===== src/rtl/load_store_unit_if.sv =====
`default_nettype none
// ============================================================================
// Module   : load_store_unit_if
// Purpose  : Single-beat request/acknowledge data-memory port used by the
//            load/store unit.
// Ports    : mem_req   - request valid (master -> slave)
//            mem_we    - 1 = write, 0 = read (master -> slave)
//            mem_addr  - request address (master -> slave)
//            mem_wdata - write data (master -> slave)
//            mem_ack   - request completes this cycle (slave -> master)
//            mem_rdata - read data, valid with mem_ack (slave -> master)
// Revision : 1.0 - initial release
// ============================================================================
interface load_store_unit_if #(
   parameter int ADDR_W = 32,
   parameter int DATA_W = 32
);
   logic              mem_req;
   logic              mem_we;
   logic [ADDR_W-1:0] mem_addr;
   logic [DATA_W-1:0] mem_wdata;
   logic              mem_ack;
   logic [DATA_W-1:0] mem_rdata;

   modport master (
      output mem_req, mem_we, mem_addr, mem_wdata,
      input  mem_ack, mem_rdata
   );

   modport slave (
      input  mem_req, mem_we, mem_addr, mem_wdata,
      output mem_ack, mem_rdata
   );
endinterface
`default_nettype wire


===== src/rtl/load_store_unit.sv =====
`default_nettype none
// ============================================================================
// Module   : load_store_unit
// Purpose  : Word load/store back end. Accepts one lw/sw per issue, runs a
//            single-beat transaction on the data-memory port, returns load
//            data to writeback and stalls the pipeline while busy.
// Ports    : clk, rst            - clock, asynchronous active-high reset
//            issue_valid/is_load/is_store/addr/store_data/rd - issue side
//            busy                - pipeline stall (state != IDLE)
//            mem                 - data-memory port (master modport)
//            wb_en/wb_rd/wb_data - one-cycle register writeback
//            fault               - one-cycle pulse on misaligned, illegal
//                                  (both op bits) or timed-out request
// Revision : 1.0 - initial release
// ============================================================================
module load_store_unit #(
   parameter int ADDR_W         = 32,
   parameter int DATA_W         = 32,
   parameter int TIMEOUT_CYCLES = 16
) (
   input  wire logic               clk,
   input  wire logic               rst,
   input  wire logic               issue_valid,
   input  wire logic               is_load,
   input  wire logic               is_store,
   input  wire logic [ADDR_W-1:0]  addr,
   input  wire logic [DATA_W-1:0]  store_data,
   input  wire logic [4:0]         rd,
   output logic                    busy,
   load_store_unit_if.master       mem,
   output logic                    wb_en,
   output logic [4:0]              wb_rd,
   output logic [DATA_W-1:0]       wb_data,
   output logic                    fault
);

   localparam int CNT_W = $clog2(TIMEOUT_CYCLES + 1);
   // Abort when the counter reaches this value: REQ then lasts exactly
   // TIMEOUT_CYCLES cycles.
   localparam logic [CNT_W-1:0] c_cnt_last = CNT_W'(TIMEOUT_CYCLES - 1);

   typedef enum logic [1:0] {
      S_IDLE = 2'd0,
      S_REQ  = 2'd1,
      S_WB   = 2'd2
   } state_t;

   state_t            state_q,     state_d;
   logic [CNT_W-1:0]  cnt_q,       cnt_d;
   logic [4:0]        rd_q,        rd_d;
   logic              busy_q,      busy_d;
   logic              mem_req_q,   mem_req_d;
   logic              mem_we_q,    mem_we_d;
   logic [ADDR_W-1:0] mem_addr_q,  mem_addr_d;
   logic [DATA_W-1:0] mem_wdata_q, mem_wdata_d;
   logic              wb_en_q,     wb_en_d;
   logic [4:0]        wb_rd_q,     wb_rd_d;
   logic [DATA_W-1:0] wb_data_q,   wb_data_d;
   logic              fault_q,     fault_d;

   always_comb begin
      state_d     = state_q;
      cnt_d       = cnt_q;
      rd_d        = rd_q;
      mem_we_d    = mem_we_q;
      mem_addr_d  = mem_addr_q;
      mem_wdata_d = mem_wdata_q;
      wb_rd_d     = wb_rd_q;
      wb_data_d   = wb_data_q;
      wb_en_d     = 1'b0;
      fault_d     = 1'b0;

      case (state_q)
         S_IDLE: begin
            if (issue_valid) begin
               if (is_load ^ is_store) begin
                  if (addr[1:0] != 2'b00) begin
                     fault_d = 1'b1;
                  end else begin
                     state_d     = S_REQ;
                     cnt_d       = '0;
                     rd_d        = rd;
                     mem_we_d    = is_store;
                     mem_addr_d  = addr;
                     // Loads present zero write data on the bus.
                     mem_wdata_d = is_store ? store_data : '0;
                  end
               end else if (is_load && is_store) begin
                  fault_d = 1'b1;
               end
            end
         end
         S_REQ: begin
            if (mem.mem_ack) begin
               if (mem_we_q) begin
                  state_d = S_IDLE;
               end else begin
                  state_d   = S_WB;
                  // x0 is hardwired to zero: the WB cycle still happens
                  // but no write is strobed.
                  wb_en_d   = (rd_q != 5'd0);
                  wb_rd_d   = rd_q;
                  wb_data_d = mem.mem_rdata;
               end
            end else if (cnt_q == c_cnt_last) begin
               state_d = S_IDLE;
               fault_d = 1'b1;
            end else begin
               cnt_d = cnt_q + 1'b1;
            end
         end
         S_WB: begin
            state_d = S_IDLE;
         end
         default: begin
            state_d = S_IDLE;
         end
      endcase

      // Status outputs follow the next state so they are registered yet
      // line up with the state they describe.
      busy_d    = (state_d != S_IDLE);
      mem_req_d = (state_d == S_REQ);
   end

   always_ff @(posedge clk or posedge rst) begin
      if (rst) begin
         state_q     <= S_IDLE;
         cnt_q       <= '0;
         rd_q        <= '0;
         busy_q      <= 1'b0;
         mem_req_q   <= 1'b0;
         mem_we_q    <= 1'b0;
         mem_addr_q  <= '0;
         mem_wdata_q <= '0;
         wb_en_q     <= 1'b0;
         wb_rd_q     <= '0;
         wb_data_q   <= '0;
         fault_q     <= 1'b0;
      end else begin
         state_q     <= state_d;
         cnt_q       <= cnt_d;
         rd_q        <= rd_d;
         busy_q      <= busy_d;
         mem_req_q   <= mem_req_d;
         mem_we_q    <= mem_we_d;
         mem_addr_q  <= mem_addr_d;
         mem_wdata_q <= mem_wdata_d;
         wb_en_q     <= wb_en_d;
         wb_rd_q     <= wb_rd_d;
         wb_data_q   <= wb_data_d;
         fault_q     <= fault_d;
      end
   end

   assign busy          = busy_q;
   assign mem.mem_req   = mem_req_q;
   assign mem.mem_we    = mem_we_q;
   assign mem.mem_addr  = mem_addr_q;
   assign mem.mem_wdata = mem_wdata_q;
   assign wb_en         = wb_en_q;
   assign wb_rd         = wb_rd_q;
   assign wb_data       = wb_data_q;
   assign fault         = fault_q;

endmodule
`default_nettype wire


===== src/flat_wrapper.sv =====
// flat-port wrapper written by rule: the top's interface ports become plain ports
module load_store_unit_flat 
#(
   parameter int ADDR_W         = 32,
   parameter int DATA_W         = 32,
   parameter int TIMEOUT_CYCLES = 16
)
  (clk, rst, issue_valid, is_load, is_store, addr, store_data, rd, busy, wb_en, wb_rd, wb_data, fault, mem_mem_req, mem_mem_we, mem_mem_addr, mem_mem_wdata, mem_mem_ack, mem_mem_rdata);
  load_store_unit_if #(.ADDR_W(ADDR_W), .DATA_W(DATA_W)) mem_i ();
  input  wire logic clk;
  input  wire logic rst;
  input  wire logic issue_valid;
  input  wire logic is_load;
  input  wire logic is_store;
  input  wire logic [ADDR_W-1:0] addr;
  input  wire logic [DATA_W-1:0] store_data;
  input  wire logic [4:0] rd;
  output logic busy;
  output logic wb_en;
  output logic [4:0] wb_rd;
  output logic [DATA_W-1:0] wb_data;
  output logic fault;
  output wire logic [$bits(mem_i.mem_req)-1:0] mem_mem_req;
  output wire logic [$bits(mem_i.mem_we)-1:0] mem_mem_we;
  output wire logic [$bits(mem_i.mem_addr)-1:0] mem_mem_addr;
  output wire logic [$bits(mem_i.mem_wdata)-1:0] mem_mem_wdata;
  input wire logic [$bits(mem_i.mem_ack)-1:0] mem_mem_ack;
  input wire logic [$bits(mem_i.mem_rdata)-1:0] mem_mem_rdata;
  assign mem_mem_req = mem_i.mem_req;
  assign mem_mem_we = mem_i.mem_we;
  assign mem_mem_addr = mem_i.mem_addr;
  assign mem_mem_wdata = mem_i.mem_wdata;
  assign mem_i.mem_ack = mem_mem_ack;
  assign mem_i.mem_rdata = mem_mem_rdata;
  load_store_unit #(.ADDR_W(ADDR_W), .DATA_W(DATA_W), .TIMEOUT_CYCLES(TIMEOUT_CYCLES)) u_core (.clk(clk), .rst(rst), .issue_valid(issue_valid), .is_load(is_load), .is_store(is_store), .addr(addr), .store_data(store_data), .rd(rd), .busy(busy), .mem(mem_i), .wb_en(wb_en), .wb_rd(wb_rd), .wb_data(wb_data), .fault(fault));
endmodule

===== config.mk =====
export PLATFORM = sky130hd
export DESIGN_NAME = load_store_unit_flat
export DESIGN_NICKNAME = d
export VERILOG_FILES = /design/src/rtl/load_store_unit_if.sv /design/src/rtl/load_store_unit.sv /design/src/flat_wrapper.sv
export SDC_FILE = /design/constraint.sdc
export NUM_CORES = 1
export LEC_CHECK = 0
export ABC_CLOCK_PERIOD_IN_PS = 4000
export BUFFER_PORTS_ARGS = -buffer_cell sky130_fd_sc_hd__buf_2
export CORE_AREA = 2 2 103 105
export DETAILED_ROUTE_END_ITERATION = 10
export DIE_AREA = 0 0 105 107
export PLACE_DENSITY = 0.87
export SLEW_MARGIN = 20
export SYNTH_ARGS = -nofsm -noshare
export SYNTH_HDL_FRONTEND = slang
export SYNTH_SLANG_ARGS = --single-unit

===== constraint.sdc =====
create_clock -name clk -period 4 [get_ports clk]
set_input_delay 0.4 -clock clk [delete_from_list [all_inputs] [get_ports clk]]
set_output_delay 0.4 -clock clk [all_outputs]
set_load 0.01 [all_outputs]

Word-level counts from Yosys, hierarchy flattened
Cells that the tools add are included.
Word-level totals
  output and inout port bits: 106
  bits in latches: 0
  bits of input ports: 107
  memories: 0
  logic and storage cells: 57
  memory bits (read-only): 0
  flip-flop bits (word level): 118
  memory bits (writable): 0
Cells by class
  order comparisons: 0
  divide/modulo/power cells: 0
  reductions and logical operators: 9
  bitwise operators: 3
  $add $sub $neg: 1
  shift-type cells: 0
  multiplexer cells: 24
  $mul: 0
  equal/unequal tests: 8
Operator list (number)
  $mux 32: 1
  $mux 5: 5
  $mux 2: 6
  $pmux 5 s2: 1
  $mux 1: 9
  $ne 2x2->1 const B: 4
  $reduce_and 6->1: 1
  $reduce_bool 2->1: 3
  $add 5x1->5 const B: 1
  $eq 5x4->1 const B: 1
  $reduce_bool 5->1: 1
  $eq 2x1->1 const B: 2
  $pmux 2 s2: 1
  $reduce_and 4->1: 1
  $reduce_and 3->1: 1
  $logic_not 2->1: 1
  $ne 2x1->1 const B: 1
  $not 1->1: 2
  $pmux 1 s2: 1
  $logic_and 1x1->1: 1
  $xor 1x1->1: 1

Longest topological paths before layout
Gate-level depths: netlist (run 1).
  word-level depth: 6
  gate-level depth with buffers: 7
  gate-level depth less buffers: 6

Worst setup path before layout (run 1)
OpenSTA, ideal clock, no wires.
  kind: register -> register
  start point: register u_core.cnt_q[0]
  end point: register u_core.cnt_q[3]
  stages on the path, launching flop included: 8
  slack: 1.799 ns
  setup time: 0.077 ns
  buffers on the path: 1
  arrival: 2.124 ns
  required time: 3.923 ns
  clock period less this slack: 2.201 ns
  cell sequence: dfrtp_1 > ha_1 > and3_1 > ha_1 > or4b_1 > clkbuf_1 > or3_1 > a21oi_1
Between the ends
  word-level cells in the longest chain between the ends: 4
  elaborated cells on any way between the ends: 7
  classes of those cells: add/sub: 1; eq/ne: 2; mux: 3; reduce/logical: 1
Ends and longest elaborated chain
  start, declared: line load_store_unit.sv:49  | logic [CNT_W-1:0] cnt_q, cnt_d;
  start signal, assigned: line load_store_unit.sv:142  | cnt_q <= cnt_d;
  $add 5x1->5: line load_store_unit.sv:109  | cnt_d = cnt_q + 1'b1;
  $mux 5: line load_store_unit.sv:105  | end else if (cnt_q == c_cnt_last) begin
  $mux 5: line load_store_unit.sv:94  | if (mem.mem_ack) begin
  $pmux 5 s2: line load_store_unit.sv:73  | case (state_q)
Several ways; a longest one is shown, not always the timed one. The select of a mux whose other input is x is not followed.
A chain may end at the register's enable or synchronous reset.

Final worst setup path (run 1)
  start point: register u_core.state_q[1]
  end point: register u_core.mem_addr_q[25], in the netlist u_core.mem.mem_addr[25]
Between the ends
  word-level cells in the longest chain between the ends: 2
Ends and longest elaborated chain
  start, declared: line load_store_unit.sv:48  | state_t state_q, state_d;
  start signal, assigned: line load_store_unit.sv:141  | state_q <= state_d;
  $logic_not 2->1: line load_store_unit.sv:73
  $reduce_and 4->1 (no source line)
  end signal, assigned: line load_store_unit.sv:147  | mem_addr_q <= mem_addr_d;
  end, declared: line load_store_unit.sv:54  | logic [ADDR_W-1:0] mem_addr_q, mem_addr_d;
Every way passes these cells.

==> summary.md, run 1 <==
| Metric | Value |
|---|---|
| Storage cell area | `2953 µm²` |
| Setup Total Neg Slack | `0 ns` |
| Crit-path max FO | `36` |
| Total number of vias | `3569` |
| Status | `completed` |
| FP Rows | `37` |
| DR iter-0 viols | `166` |
| Setup Crit Path Kind | `flop to flop` |
| First-pass GRT wire length | `17.89 mm` |
| RSZ-0062 raised after global routing | `no` |
| IO buf count | `212` |
| Initial Utilization | `45.96%` |
| P_leak | `3.248 nW` |
| Vias/cell | `5.020` |
| PD cells | `approximately 700 nW/µm²` |
| Switching Fraction | `27.15%` |
| CTS max path bufs | `2` |
| Yosys cell types | `34` |
| Number of buffers and inverters on the critical path | `1` |
| Crit path required time | `4.39 ns` |
| Share of layout cells above drive strength 1 | `56.17%` |
| Layout fillers | `around 800` |
| Fin nets | `672` |
| Area Growth Syn to Fin | `37.71%` |
| Largest net degree at the start of global routing | `59` |
| # Post-CTS Setup Buffers | `0` |
| Sw Pwr | `0.001192 W` |
| Max Cap Viol | `0` |
| Gates resized, CTS repair | `0` |
| Placed insts | `679` |
| Synthesized area | `roughly 4600 µm²` |
| Ports | `between 200 and 250` |
| FF+latch count, synth | `118` |
| Initial antenna violation count | `0` |
| Post-synth top flop | `dfrtp_1` |
| Tmin final | `about 2.8 ns` |
| Worst Tran Pin Value | `between 1 and 1.5 ns` |
| Max VDD drop | `around 0.00031 V` |
| Clock Pin Slew Worst Setup and Hold Paths | `0.05 ns` |
| Internal | `0.003198 W` |
| Vias in the first global route | `between 3000 and 4000` |
| Sequential share of power | `39.9%` |
| Critical-path top delay cell | `or4b_1` |
| Share of the synthesized area in the top cell type | `63.66%` |
| Pwr Total | `0.004390 W` |
| Area of the multi-input gates | `roughly 1500 µm²` |
| Largest cells by area after synthesis | `dfrtp_1 64%, mux2_2 17%, o21ai_0 4.0%, o21ai_1 3.2%, nand2_1 2.8%` |
| Yosys warns | `0` |
| Die Y | `107 µm` |
| Pre-CTS WS | `0.8197 ns` |
| Clock root buffer | `clkbuf_8` |
| Setup Skew | `0.01083 ns` |
| Worst-Skew Late Latency | `0.51 ns` |
| Final setup viols | `0` |
| Critical Path Sink Type | `flop` |
| Die X | `105 µm` |
| Rel. slew slack | `30.00%` |
| Gate Count Post-Synth | `352` |
| Seq/Total Area, Yosys | `63.66%` |
| Worst r2r path cells | `4` |
| Slew Viols, Final | `0` |
| Critical path's largest stage delay | `1.01 ns` |
| Levels on crit path | `4` |
| Finished Core Util | `63.29%` |
| Worst EP arrival | `3.23 ns` |
| Global placer's final weighted congestion | `~0.79` |
| Clock share of power | `36.6%` |
| H-tree levels | `4` |
| Syn_area_per_cell | `13.18 µm²` |
| Synth area leader | `dfrtp_1` |
| Final ANT Viol Nets | `0` |
| Worst Setup Start Kind | `flop` |
| Fin. Hold Viols | `0` |
| Total grt overflow | `0` |
| GRT Util Overall | `about a fifth` |
| # diodes | `0` |
| Top delay family on crit path | `simple AND/OR/NAND/NOR gates` |
| Post-synthesis net count | `462` |
| Num Clock Sinks | `118` |
| Worst hold path type | `primary input to async pin` |
| WL/cell | `approximately 15 µm` |
| Combinational power share | `23.5%` |
| DR DRC count | `0` |
| CTS Buf Count | `17` |
| Die area | `11240 µm²` |
| Ys async rst share | `100.0%` |
| Final critical-path share of the clock period | `70.92%` |
| First-pass DRT Iterations | `4` |
| CTS tree | `built` |
| CORE AREA | `10090 µm²` |
| Max Fclk | `0.3525 GHz` |
| WL final | `10.99 mm` |
| Post-CTS Hold Buffers | `0` |
| EDFF count, synth | `0` |
| Final worst setup slack | `1.163 ns` |
| Worst-path cell chain | `or4b_1, nor2_4, buf_4, mux2_2` |
| Detail Placement HPWL | `7.758 mm` |
| Final non-filler cell total | `711` |
-- registers in the layout, summed over array words and instances, names as in the netlist, 2 cells and up --
| register | count |
|---|---|
| u_core.wb_data | 32 |
| u_core.state_q | 2 |
| u_core.rd_q | 5 |
| u_core.mem.mem_addr | 32 |
| u_core.mem.mem_wdata | 32 |
| u_core.wb_rd | 5 |
| u_core.cnt_q | 5 |
-- power by group through the flow --
stage / sequential (W) / combinational [W] / clock [W]
floorplan: 0.00192 / 0.000380 / 0
global placement: 0.00174 / 0.00101 / 0
detailed placement: 0.00177 / 0.00105 / 0
CTS: 0.00176 / 0.00105 / 0.00163
global route: 0.00180 / 0.00113 / 0.00170
finish: 0.00175 / 0.00103 / 0.00161
-- cell usage after synthesis (all sizes together) (2+ instances only) --
cell type / number
buf: 13
nor2: 4
ha: 3
inv: 2
dfrtp: 118
mux2i: 2
or4b: 2
mux2: 73
clkbuf: 13
o21ai: 67
and2: 2
a21oi: 2
nand2: 35
or2: 2
-- placed cells by master, fill, tap and decap left out, drive strengths merged, types with 2 or more instances in the layout --
| cell | Yosys | layout |
|---|---|---|
| mux2 | 73 | 73 |
| mux2i | 2 | 2 |
| ha | 3 | 3 |
| dfrtp | 118 | 118 |
| nand2 | 35 | 35 |
| buf | 13 | 217 |
| bufinv | 0 | 5 |
| or2 | 2 | 2 |
| nor2 | 4 | 4 |
| and2 | 2 | 2 |
| o21ai | 67 | 67 |
| inv | 2 | 2 |
| or4b | 2 | 2 |
| a21oi | 2 | 2 |
| clkbuf | 13 | 23 |
| clkinv | 0 | 3 |
-- through the flow --
stage	area [µm²]	hold slack, ns
2_1_floorplan	4638	0.4311
3_3_place_gp	5758	0.4625
3_5_place_dp	5758	0.4856
4_1_cts	6387	0.03442
5_1_grt	6387	0.06858
6_report	6387	0.02090
-- routing by layer --
metal	vias up	wire, µm	GRT usage (%)
met4	0	175	7.429
met5	-	0	0
met1	1756	4237	22.45
li1	1643	-	-
met2	152	5767	36.27
met3	18	808	7.052
-- cell families after synthesis --
kind of cell	after synthesis	synth area share, %
adders and majority gates	3	0.8094
muxes	75	18.24
AOI/OAI and AO/OA	73	8.120
buffers and inverters	28	3.561
and+or+nand+nor	55	5.612
DFF	118	63.66
-- area by class of cell --
| class | count | area share (%) |
|---|---|---|
| sequential | 118 | 46.23 |
| multi-input combinational | 206 | 23.90 |
| timing repair buffer | 217 | 17.20 |
| clock buffer | 23 | 7.150 |
| clock inverter | 9 | 2.703 |
| tap | 136 | 2.664 |
| inverter | 2 | 0.1567 |
-- path summary, 6_finish.rpt --
path / from / endpoint / slack (ns)
worst max-delay path: u_core.state_q[1] / u_core.mem.mem_addr[25] / 1.16
worst min-delay path: rst / u_core.wb_data[30] / 0.02
worst max register to register: u_core.state_q[1] / u_core.mem.mem_addr[25] / 1.16
worst min register to register: u_core.mem.mem_addr[0] / u_core.mem.mem_addr[0] / 0.50
max in group asynchronous: rst / u_core.wb_data[20] / 3.11
min in group clk: addr[31] / u_core.mem.mem_addr[31] / 0.12
-- worst register-to-register path: cells and delay by family (launching register included) --
family                 cells  cell delay, ns
DFF                        1            0.42
buffers and inverters      1            0.41
muxes                      1            0.41
and+or+nand+nor            2            1.47
Note: power is estimated with default switching activity, not from simulation.
==> run 2, diff against run 1 <==
Settings changed: ABC_AREA set to 1, ABC_CLOCK_PERIOD_IN_PS 4000 to 2950.
Clock period 4 ns to 2.95 ns, I/O delays scaled along.
==> run 2 against run 1 <==
First-iteration DRC count is 81% higher. Wire length up 14%. Via count grew 23%. Setup slack improved by 0.14 ns. Synthesized cell count up 47%. Utilization increased by 5.9 points. Cell area increased by 9.4%. Area after synthesis grew 0.54%. Critical endpoint is now u_core.cnt_q[4].
==> summary.md, run 2 <==
| Metric | Value |
|---|---|
| Post-synthesis mux area share | `0% (-18 points)` |
| CTS max path bufs | `2 (unchanged)` |
| Final critical-path share of the clock period | `55.76% (-15 points)` |
| Initial Utilization | `46.21% (+0.25 points)` |
| First-pass GRT wire length | `20.34 mm (+14%)` |
| Synth Area in Compound Gates | `1.395% (-6.7 points)` |
| Detail Placement HPWL | `7.883 mm (+1.6%)` |
| First-pass DRT Iterations | `4 (unchanged)` |
| Most frequent cells in the layout | `279 x nand2_1, 212 x buf_2, 118 x dfrtp_1` |
| Ys async rst share | `100.0% (unchanged)` |
| Synthesized area | `4663 µm² (+0.54%)` |
| WL/cell | `13.32 µm (-14%)` |
| Final ANT Viol Nets | `0 (unchanged)` |
| Tmin final | `1.645 ns (-1.192 ns)` |
| Launching point of the worst reg2reg path | `u_core.cnt_q[0]` |
| Total number of vias | `4378 (+23%)` |
| Max VDD drop | `0.0004403 V (+42%)` |
| Gate Count Post-Synth | `519 (+47%)` |
| Initial antenna violation count | `0 (unchanged)` |
| Crit path required time | `3.37 ns (-1.02 ns)` |
| Die X | `105 µm (unchanged)` |
| Largest net degree at the start of global routing | `46 (-22%)` |
| Setup Crit Path Kind | `flop to flop` |
| Fin nets | `898 (+34%)` |
| Post-synthesis adder-cell area fraction | `0.8049% (-0.0043 points)` |
| Syn_area_per_cell | `8.985 µm² (-32%)` |
| H-tree levels | `4 (unchanged)` |
| Vias in the first global route | `4295 (+15%)` |
| Setup Total Neg Slack | `0 ns (unchanged)` |
| Fraction of the mapped netlist area in simple logic gates | `29.00% (+23 points)` |
| Seq/Total Area, Yosys | `63.32% (-0.34 points)` |
| WL final | `12.48 mm (+14%)` |
| Most frequent cell after synthesis | `nand2_1` |
| # diodes | `0 (unchanged)` |
| Share of layout cells above drive strength 1 | `32.83% (-23 points)` |
| CP startpoint | `u_core.cnt_q[0]` |
| # Post-CTS Setup Buffers | `0 (unchanged)` |
| EDFF count, synth | `0 (unchanged)` |
| CP dominant cell by count | `nand2_1` |
| Crit-path max FO | `8 (-78%)` |
| Die area | `11240 µm² (unchanged)` |
| Hold WS | `0.02088 ns (-0.00002380 ns)` |
| Worst Tran Pin Value | `0.6595 ns (-0.3905 ns)` |
| Top post-synthesis cells by count | `279 x nand2_1, 118 x dfrtp_1, 40 x nand3_1` |
| Synth area leader | `dfrtp_1` |
| CORE AREA | `10090 µm² (unchanged)` |
| Area Growth Syn to Fin | `49.83%` |
| P_leak | `4.063 nW (+25%)` |
| Global placer's final weighted congestion | `0.7810 (-1.2%)` |
| Worst hold path type | `primary input to flop` |
| DR iter-0 viols | `301 (+81%)` |
| Vias/cell | `4.672 (-6.9%)` |
| Number of buffers and inverters on the critical path | `1 (unchanged)` |
| RSZ-0062 raised after global routing | `no` |
| FF+latch count, synth | `118 (unchanged)` |
| Yosys cell types | `18 (-47%)` |
| Critical path's largest stage delay | `0.43 ns (-0.58 ns)` |
| Layout fillers | `783 (-3.3%)` |
| IO buf count | `212 (unchanged)` |
| DR DRC count | `0 (unchanged)` |
| Ports | `213 (unchanged)` |
| Final setup viols | `0 (unchanged)` |
| Largest family of logic cells by synthesized area | `simple AND/OR/NAND/NOR gates` |
| Post-synthesis net count | `629 (+36%)` |
| Num Clock Sinks | `118 (unchanged)` |
| Setup Skew | `0.01386 ns (+0.003034 ns)` |
| Worst EP arrival | `2.06 ns (-1.17 ns)` |
| Pwr Total | `0.005490 W (+25%)` |
| Worst-path cell chain | `ha_1, nand2_1, nor2_1, ha_1, inv_1, nand3_2, nand2_1, nand2_1, nand2_1` |
| Rel. slew slack | `55.94% (+26 points)` |
| PD cells | `785.8 nW/µm² (+14%)` |
| HP Start | `addr[3]` |
| Yosys warns | `0 (unchanged)` |
| Max Cap Viol | `0 (unchanged)` |
| Slew Viols, Final | `0 (unchanged)` |
| Critical Path Sink Type | `flop` |
| Worst-Skew Late Latency | `0.49 ns (-0.02 ns)` |
| Clock Pin Slew Worst Setup and Hold Paths | `0.06 ns (about the same)` |
| Fin. Hold Viols | `0 (unchanged)` |
| Total grt overflow | `0 (unchanged)` |
| FP Rows | `37 (unchanged)` |
| Post-synthesis xor/xnor area fraction | `0% (unchanged)` |
| Post-synth top flop | `dfrtp_1` |
| Largest cells by area after synthesis | `dfrtp_1 63%, nand2_1 22%, nand3_1 4.3%, buf_2 1.6%, inv_1 1.4%` |
| Max Fclk | `0.6079 GHz (+72%)` |
| Top delay family on crit path | `simple AND/OR/NAND/NOR gates` |
| Clock root buffer | `clkbuf_8` |
| Most common cell after layout, fill and taps aside | `nand2_1` |
| CTS Buf Count | `17 (unchanged)` |
| Die Y | `107 µm (unchanged)` |
| Share of the synthesized area in the top cell type | `63.32% (-0.34 points)` |
| Worst Setup Start Kind | `flop` |
| Finished Core Util | `69.23% (+5.9 points)` |
| Status | `completed` |
| GRT Util Overall | `22.70% (+2.4 points)` |
| Critical-path top delay cell | `dfrtp_1` |
| CTS tree | `built` |
run 2: cells by family after synthesis:
kind of cell,count (synthesis)
AOI/OAI and AO/OA,13
adders and majority gates,3
buffers and inverters,47
DFF,118
and+or+nand+nor,338
run 2: power by group:
group / leakage [nW] / internal, W / switching, W
sequential: 1.52 / 0.00201 / 0.000204
clock: 0.304 / 0.00134 / 0.000764
combinational: 2.24 / 0.000516 / 0.000662
run 2: worst register-to-register path, stage by stage (launching register included):
cell and delay (ns):
dfrtp_1 0.43, ha_1 0.23, nand2_1 0.08, nor2_1 0.05, ha_1 0.18, inv_1 0.07, nand3_2 0.17, nand2_1 0.23
nand2_1 0.08, nand2_1 0.06
run 2: worst paths after layout:
path	depth (start not counted)	to	slack, ns
max	9	u_core.cnt_q[4]	1.31
min reg2reg	2	u_core.mem.mem_addr[13]	0.47
max reg2reg	9	u_core.cnt_q[4]	1.31
min in group asynchronous	3	u_core.mem.mem_addr[31]	0.47
min	3	u_core.mem.mem_addr[3]	0.02
max in group asynchronous	4	u_core.mem.mem_wdata[9]	1.73
run 2: repair_timing:
| item | in CTS | in global routing |
|---|---|---|
| endpoints found under the hold margin | 82 | 0 |
| gates resized for setup | 0 | 0 |
| hold buffers | 55 | 0 |
run 2: cell type report:
cell class | count | area (µm²) | share of cell area [%]
tap | 136 | 170.2 | 2.436
multi-input combinational | 354 | 1460 | 20.90
inverter | 21 | 82.58 | 1.182
sequential | 118 | 2953 | 42.26
timing repair buffer | 276 | 1704 | 24.39
clock buffer | 18 | 427.9 | 6.125
clock inverter | 14 | 188.9 | 2.704
run 2: stage by stage:
stage | instance area [µm²] | cells | setup slack, ns
after floorplan | 4667 | 519 | 1.214
after global placement | 5819 | 850 | 1.130
after detailed placement | 5819 | 850 | 1.096
after CTS | 6987 | 937 | 1.292
after global routing | 6987 | 937 | 1.148
final | 6987 | 937 | 1.305
run 2: metal layers:
layer | wire, µm | global-route usage, %
met1 | 5253 | 28.18
met2 | 6259 | 38.08
met3 | 619 | 5.593
met4 | 350 | 9.524
met5 | 0 | 0
